===== config.mk =====
export PLATFORM = sky130hd
export DESIGN_NAME = stream_upsizer
export DESIGN_NICKNAME = d
export VERILOG_FILES = /design/src/rtl/stream_upsizer.sv
export SDC_FILE = /design/constraint.sdc
export NUM_CORES = 1
export LEC_CHECK = 0
export ABC_AREA = 1
export CORE_MARGIN = 4
export CORE_UTILIZATION = 55
export CTS_BUF_LIST = sky130_fd_sc_hd__clkbuf_2 sky130_fd_sc_hd__clkbuf_4 sky130_fd_sc_hd__clkbuf_8
export CTS_CLUSTER_DIAMETER = 50
export DETAILED_ROUTE_END_ITERATION = 6
export PLACE_DENSITY = 0.82
export SYNTH_ARGS = -nofsm -noshare
export SYNTH_HDL_FRONTEND = slang
export SYNTH_SLANG_ARGS = --single-unit

===== constraint.sdc =====
create_clock -name clk -period 2.2 [get_ports clk]
set_input_delay 0.44 -clock clk [delete_from_list [all_inputs] [get_ports clk]]
set_output_delay 0.44 -clock clk [all_outputs]
set_load 0.02 [all_outputs]

===== src/rtl/stream_upsizer.sv =====
// Width up-converter: packs P_RATIO narrow beats into one wide word.
// An early s_last flushes a zero-padded partial word with a lane keep mask.
module stream_upsizer #(
    parameter int P_WIDTH = 8,
    parameter int P_RATIO = 4
) (
    input  logic                         clk,
    input  logic                         rst,
    input  logic [P_WIDTH-1:0]           s_data,
    input  logic                         s_last,
    input  logic                         s_vld,
    output logic                         s_rdy,
    output logic [P_WIDTH*P_RATIO-1:0]   m_data,
    output logic [P_RATIO-1:0]           m_keep,
    output logic                         m_last,
    output logic                         m_vld,
    input  logic                         m_rdy
);

    localparam int CNT_BITS = $clog2(P_RATIO);
    localparam int OUT_W    = P_WIDTH * P_RATIO;
    localparam int ACC_W    = P_WIDTH * (P_RATIO - 1);

    localparam logic [CNT_BITS-1:0] CNT_LAST = CNT_BITS'(P_RATIO - 1);

    logic [CNT_BITS-1:0] cnt;
    logic [ACC_W-1:0]    acc;
    logic [P_RATIO-2:0]  acc_keep;

    logic                accept;
    logic                complete;
    logic [OUT_W-1:0]    word_nxt;
    logic [P_RATIO-1:0]  keep_nxt;

    // Upstream may push whenever the output slot is empty or draining now.
    assign s_rdy    = ~m_vld | m_rdy;
    assign accept   = s_vld & s_rdy;
    assign complete = accept & (s_last | (cnt == CNT_LAST));

    // Assemble the closing word: stored lanes plus the current beat in lane cnt.
    always_comb begin
        word_nxt = {{P_WIDTH{1'b0}}, acc};
        word_nxt[cnt*P_WIDTH +: P_WIDTH] = s_data;
        keep_nxt = {1'b0, acc_keep};
        keep_nxt[cnt] = 1'b1;
    end

    // Accumulator fill and output register slice.
    always_ff @(posedge clk) begin
        if (rst) begin
            cnt      <= '0;
            acc      <= '0;
            acc_keep <= '0;
            m_data   <= '0;
            m_keep   <= '0;
            m_last   <= 1'b0;
            m_vld    <= 1'b0;
        end else begin
            if (m_vld && m_rdy) begin
                m_vld <= 1'b0;
            end
            if (complete) begin
                m_data   <= word_nxt;
                m_keep   <= keep_nxt;
                m_last   <= s_last;
                m_vld    <= 1'b1;
                cnt      <= '0;
                acc      <= '0;
                acc_keep <= '0;
            end else if (accept) begin
                acc[cnt*P_WIDTH +: P_WIDTH] <= s_data;
                acc_keep[cnt]               <= 1'b1;
                cnt                         <= cnt + 1'b1;
            end
        end
    end

endmodule


==> load_flow_metrics.sql <==
INSERT INTO impl_metrics (metric_group, metric, value, unit) VALUES
('clock_tree', 'post_cts_buffers', '0', ''),
('worst_setup_path', 'timing.reg2reg.setup_slack', '0.42', 'ns'),
('worst_setup_path', 'worst-endpoint-arrival', '1.60', 'ns'),
('route', 'wl', '7310', 'um'),
('floorplanning', 'floorplan.die.height', '83.3', 'um'),
('global_routing', 'met3_track_demand_over_resource_in_global_routing', '5.75', '%'),
('worst_setup_path', 'cp_data_required_time', '1.76', 'ns'),
('sta', 'timing.final.max_slew_violations', '0', ''),
('worst_setup_path', 'timing.reg2reg.worst_path_depth', '8', ''),
('placed_design', 'dp_hpwl', '5080', 'um'),
('synthesis', 'ys_seq_area_share', '43.0', '%'),
('route', 'route.detailed.drc', '0', ''),
('hold_path', 'hold_path_startpoint', 'm_data[5]$_SDFFE_PP0P_', ''),
('global_routing', 'grtUsageTotal', '22.2', '%'),
('placed_design', 'place_worst_setup_slack', '0.157', 'ns'),
('worst_setup_path', 'path_max_fanout', '2', ''),
('placed_design', 'placement.io_buffers', '51', ''),
('synthesis', 'ys_ff_latch', '67', ''),
('synthesis', 'ys_warn_count', '0', ''),
('worst_setup_path', 'critical_path_cell_by_cell', 'clkdlybuf4s50_1 > inv_2 > nand2_4 > clkdlybuf4s50_1', ''),
('cells_and_area', 'design.final.nets', '550', ''),
('route', 'wl_per_cell', '12.1', 'um'),
('sta', 'clock-skew-final', '0.00699', 'ns'),
('route', 'drt-pass1-iter-count', '5', ''),
('clock_tree', 'cts_hold_buffers', '0', ''),
('synthesis', 'top_area_cell_type_share_of_the_netlist_area', '43.0', '%'),
('worst_setup_path', 'max_stage_delay_on_crit_path', '0.59', 'ns'),
('power_and_ir_drop', 'power.density', '667', 'mW/mm^2'),
('floorplanning', 'std_cell_rows', '27', ''),
('worst_setup_path', 'timing.critical_path.mode_cell', 'sky130_fd_sc_hd__clkdlybuf4s50_1', ''),
('power_and_ir_drop', 'ir_drop', '0.000458', 'V'),
('cells_and_area', 'post_route_cells_drive_above_1_share', '6.57', '%'),
('floorplanning', 'initial_core_util', '56.7', '%'),
('sta', 'setup-tns-final', '0', 'ns'),
('clock_tree', 'worstSkewPairLatency', '0.34', 'ns'),
('floorplanning', 'coreArea', '0.00551', 'sq mm'),
('worst_setup_path', 'critPathLaunch', 'm_rdy', ''),
('hold_path', 'worst_hold_path.num_cells', '2', ''),
('global_routing', 'top_usage_layer', 'met2', ''),
('sta', 'timing_hold_violations_final', '0', ''),
('floorplanning', 'top_level_ports', '52', ''),
('route', 'detailroute.via_count', '2989', ''),
('floorplanning', 'die_width', '83.3', 'um'),
('clock_tree', 'number_of_buffers_created_by_cts', '9', ''),
('global_routing', 'wire_length_of_the_first_global_routing_pass', '12700', 'um'),
('clock_tree', 'numClockSinks', '67', ''),
('synthesis', 'netlist_instances', '477', ''),
('synthesis', 'most_area_consuming_cells_after_synthesis', 'sky130_fd_sc_hd__dfxtp_1, sky130_fd_sc_hd__nand2_1, sky130_fd_sc_hd__nor2_1', ''),
('worst_setup_path', 'cp_slowest_cell', 'sky130_fd_sc_hd__clkdlybuf4s50_1', ''),
('job', 'drv.max_cap_violation_count', '0', ''),
('clock_tree', 'cts_tree', 'built', ''),
('synthesis', 'syn-cell-area', '0.00312', 'sq mm'),
('route', 'dr.first_iter.drc_count', '193', ''),
('sta', 'crit_path_time_final', '2.04', 'ns'),
('hold_path', 'tightest_hold_check_type', 'reg -> reg', ''),
('synthesis', 'syn_avg_cell_area', '6.54', 'sq um'),
('sta', 'relSlewSlack', '69.6', '%'),
('global_routing', 'number_of_global_route_vias_before_repair', '2931', ''),
('status', 'run_status', 'finished clean', ''),
('sta', 'maxClockFrequency', '491', 'MHz'),
('sta', 'timing_worst_slew_pin_value', '0.454', 'ns'),
('synthesis', 'yosysTopAreaCell', 'sky130_fd_sc_hd__dfxtp_1', ''),
('sta', 'post-route-period-util', '92.6', '%'),
('global_routing', 'grt.overflow.total', '0', ''),
('hold_path', 'hold_end', 'm_data[5]$_SDFFE_PP0P_', ''),
('global_routing', 'met1_usage', '25.7', '%'),
('clock_tree', 'cts.root.buffer_cell', 'sky130_fd_sc_hd__clkbuf_8', ''),
('cells_and_area', 'antenna_cells', '0', ''),
('sta', 'rsz0062_at_grt', 'no', ''),
('worst_setup_path', 'rr_endpoint', 'acc[12]$_SDFFE_PP0P_', ''),
('placed_design', 'routabilityCongestion', '0.905', '');
[where the power goes]
part	internal (mW)	switching (mW)
clock network	0.417	0.439
logic	0.150	0.260
registers	1.27	0.0257
total	1.83	0.725
[worst max-delay path, delay by kind of cell]
kind / cells / cell delay (ns)
buffers and inverters: 3 / 1.10
AND/OR/NAND/NOR: 1 / 0.05
[kinds of logic after synthesis]
logic type | count (synthesis) | synth area share, %
flip-flops | 67 | 43.0
AND/OR/NAND/NOR | 322 | 42.4
AO/OA/AOI/OAI | 11 | 1.76
adder cells (fa/ha/maj) | 7 | 2.81
buffers and inverters | 70 | 10.1
[layer usage]
layer / up-vias / routed length, um
li1: 1540 / -
met5: - / 0
met4: 0 / 122
met2: 84 / 3570
met3: 12 / 385
met1: 1353 / 3240
[state kept, by name (all words and copies together), names as in the netlist]
signal    count
cnt           2
m_data       32
acc          24
m_last        1
acc_keep      3
m_keep        4
m_vld         1
[how the worst max path moves through the flow]
stage                                 endpoint  slack, ns  depth (start not counted)
after floorplan           acc[11]$_SDFFE_PP0P_       0.49                          9
after global placement                   s_rdy       0.15                          4
after detailed placement                 s_rdy       0.16                          4
after CTS                                s_rdy       0.15                          4
after global routing                     s_rdy        0.1                          4
final                                    s_rdy       0.16                          4
[Yosys cell counts, drive strengths merged]
master,number
nand2,208
clkbuf,2
inv,52
buf,14
or2,2
clkinv,2
a21oi,11
dfxtp,67
nand3,45
nor2,67
ha,7
[cell usage in the layout (no fill, tap or decap)]
cell and instances:
sky130_fd_sc_hd__a21oi_1 11, sky130_fd_sc_hd__buf_12 1, sky130_fd_sc_hd__buf_4 6, sky130_fd_sc_hd__clkbuf_4 2, sky130_fd_sc_hd__clkbuf_8 9, sky130_fd_sc_hd__clkdlybuf4s50_1 51, sky130_fd_sc_hd__clkinv_1 2, sky130_fd_sc_hd__clkinv_2 2
sky130_fd_sc_hd__clkinvlp_4 1, sky130_fd_sc_hd__dfxtp_1 67, sky130_fd_sc_hd__ha_1 7, sky130_fd_sc_hd__inv_1 49, sky130_fd_sc_hd__inv_2 2, sky130_fd_sc_hd__inv_4 1, sky130_fd_sc_hd__nand2_1 205, sky130_fd_sc_hd__nand2_2 1
sky130_fd_sc_hd__nand2_4 2, sky130_fd_sc_hd__nand3_1 44, sky130_fd_sc_hd__nand3_4 1, sky130_fd_sc_hd__nor2_1 62, sky130_fd_sc_hd__nor2_2 3, sky130_fd_sc_hd__nor2_4 2, sky130_fd_sc_hd__or2_2 2
[metrics by stage]
| step | area (sq um) | instances | utilization, % | power (mW) | hold WS [ns] |
|---|---|---|---|---|---|
| 2_1_floorplan | 3120 | 477 | - | 1.60 | 0.425 |
| 3_3_place_gp | 3680 | 591 | 66.8 | 1.71 | 0.427 |
| 3_5_place_dp | 3680 | 591 | 66.8 | 1.72 | 0.431 |
| 4_1_cts | 3830 | 605 | 69.6 | 2.56 | 0.447 |
| 5_1_grt | 3830 | 605 | 69.6 | 2.68 | 0.466 |
| 6_report | 3830 | 605 | 69.6 | 2.56 | 0.444 |
[layout make-up]
class                   instances  area, sq um
clock inverters                 3         17.5
fillers                       469         1670
flip-flops and latches         67         1340
multi-input cells             340         1470
repair buffers                 58          576
clock buffers                  11          139
inverters                      54          205
well taps                      72         90.1
Power figures use the tool's default switching activity.
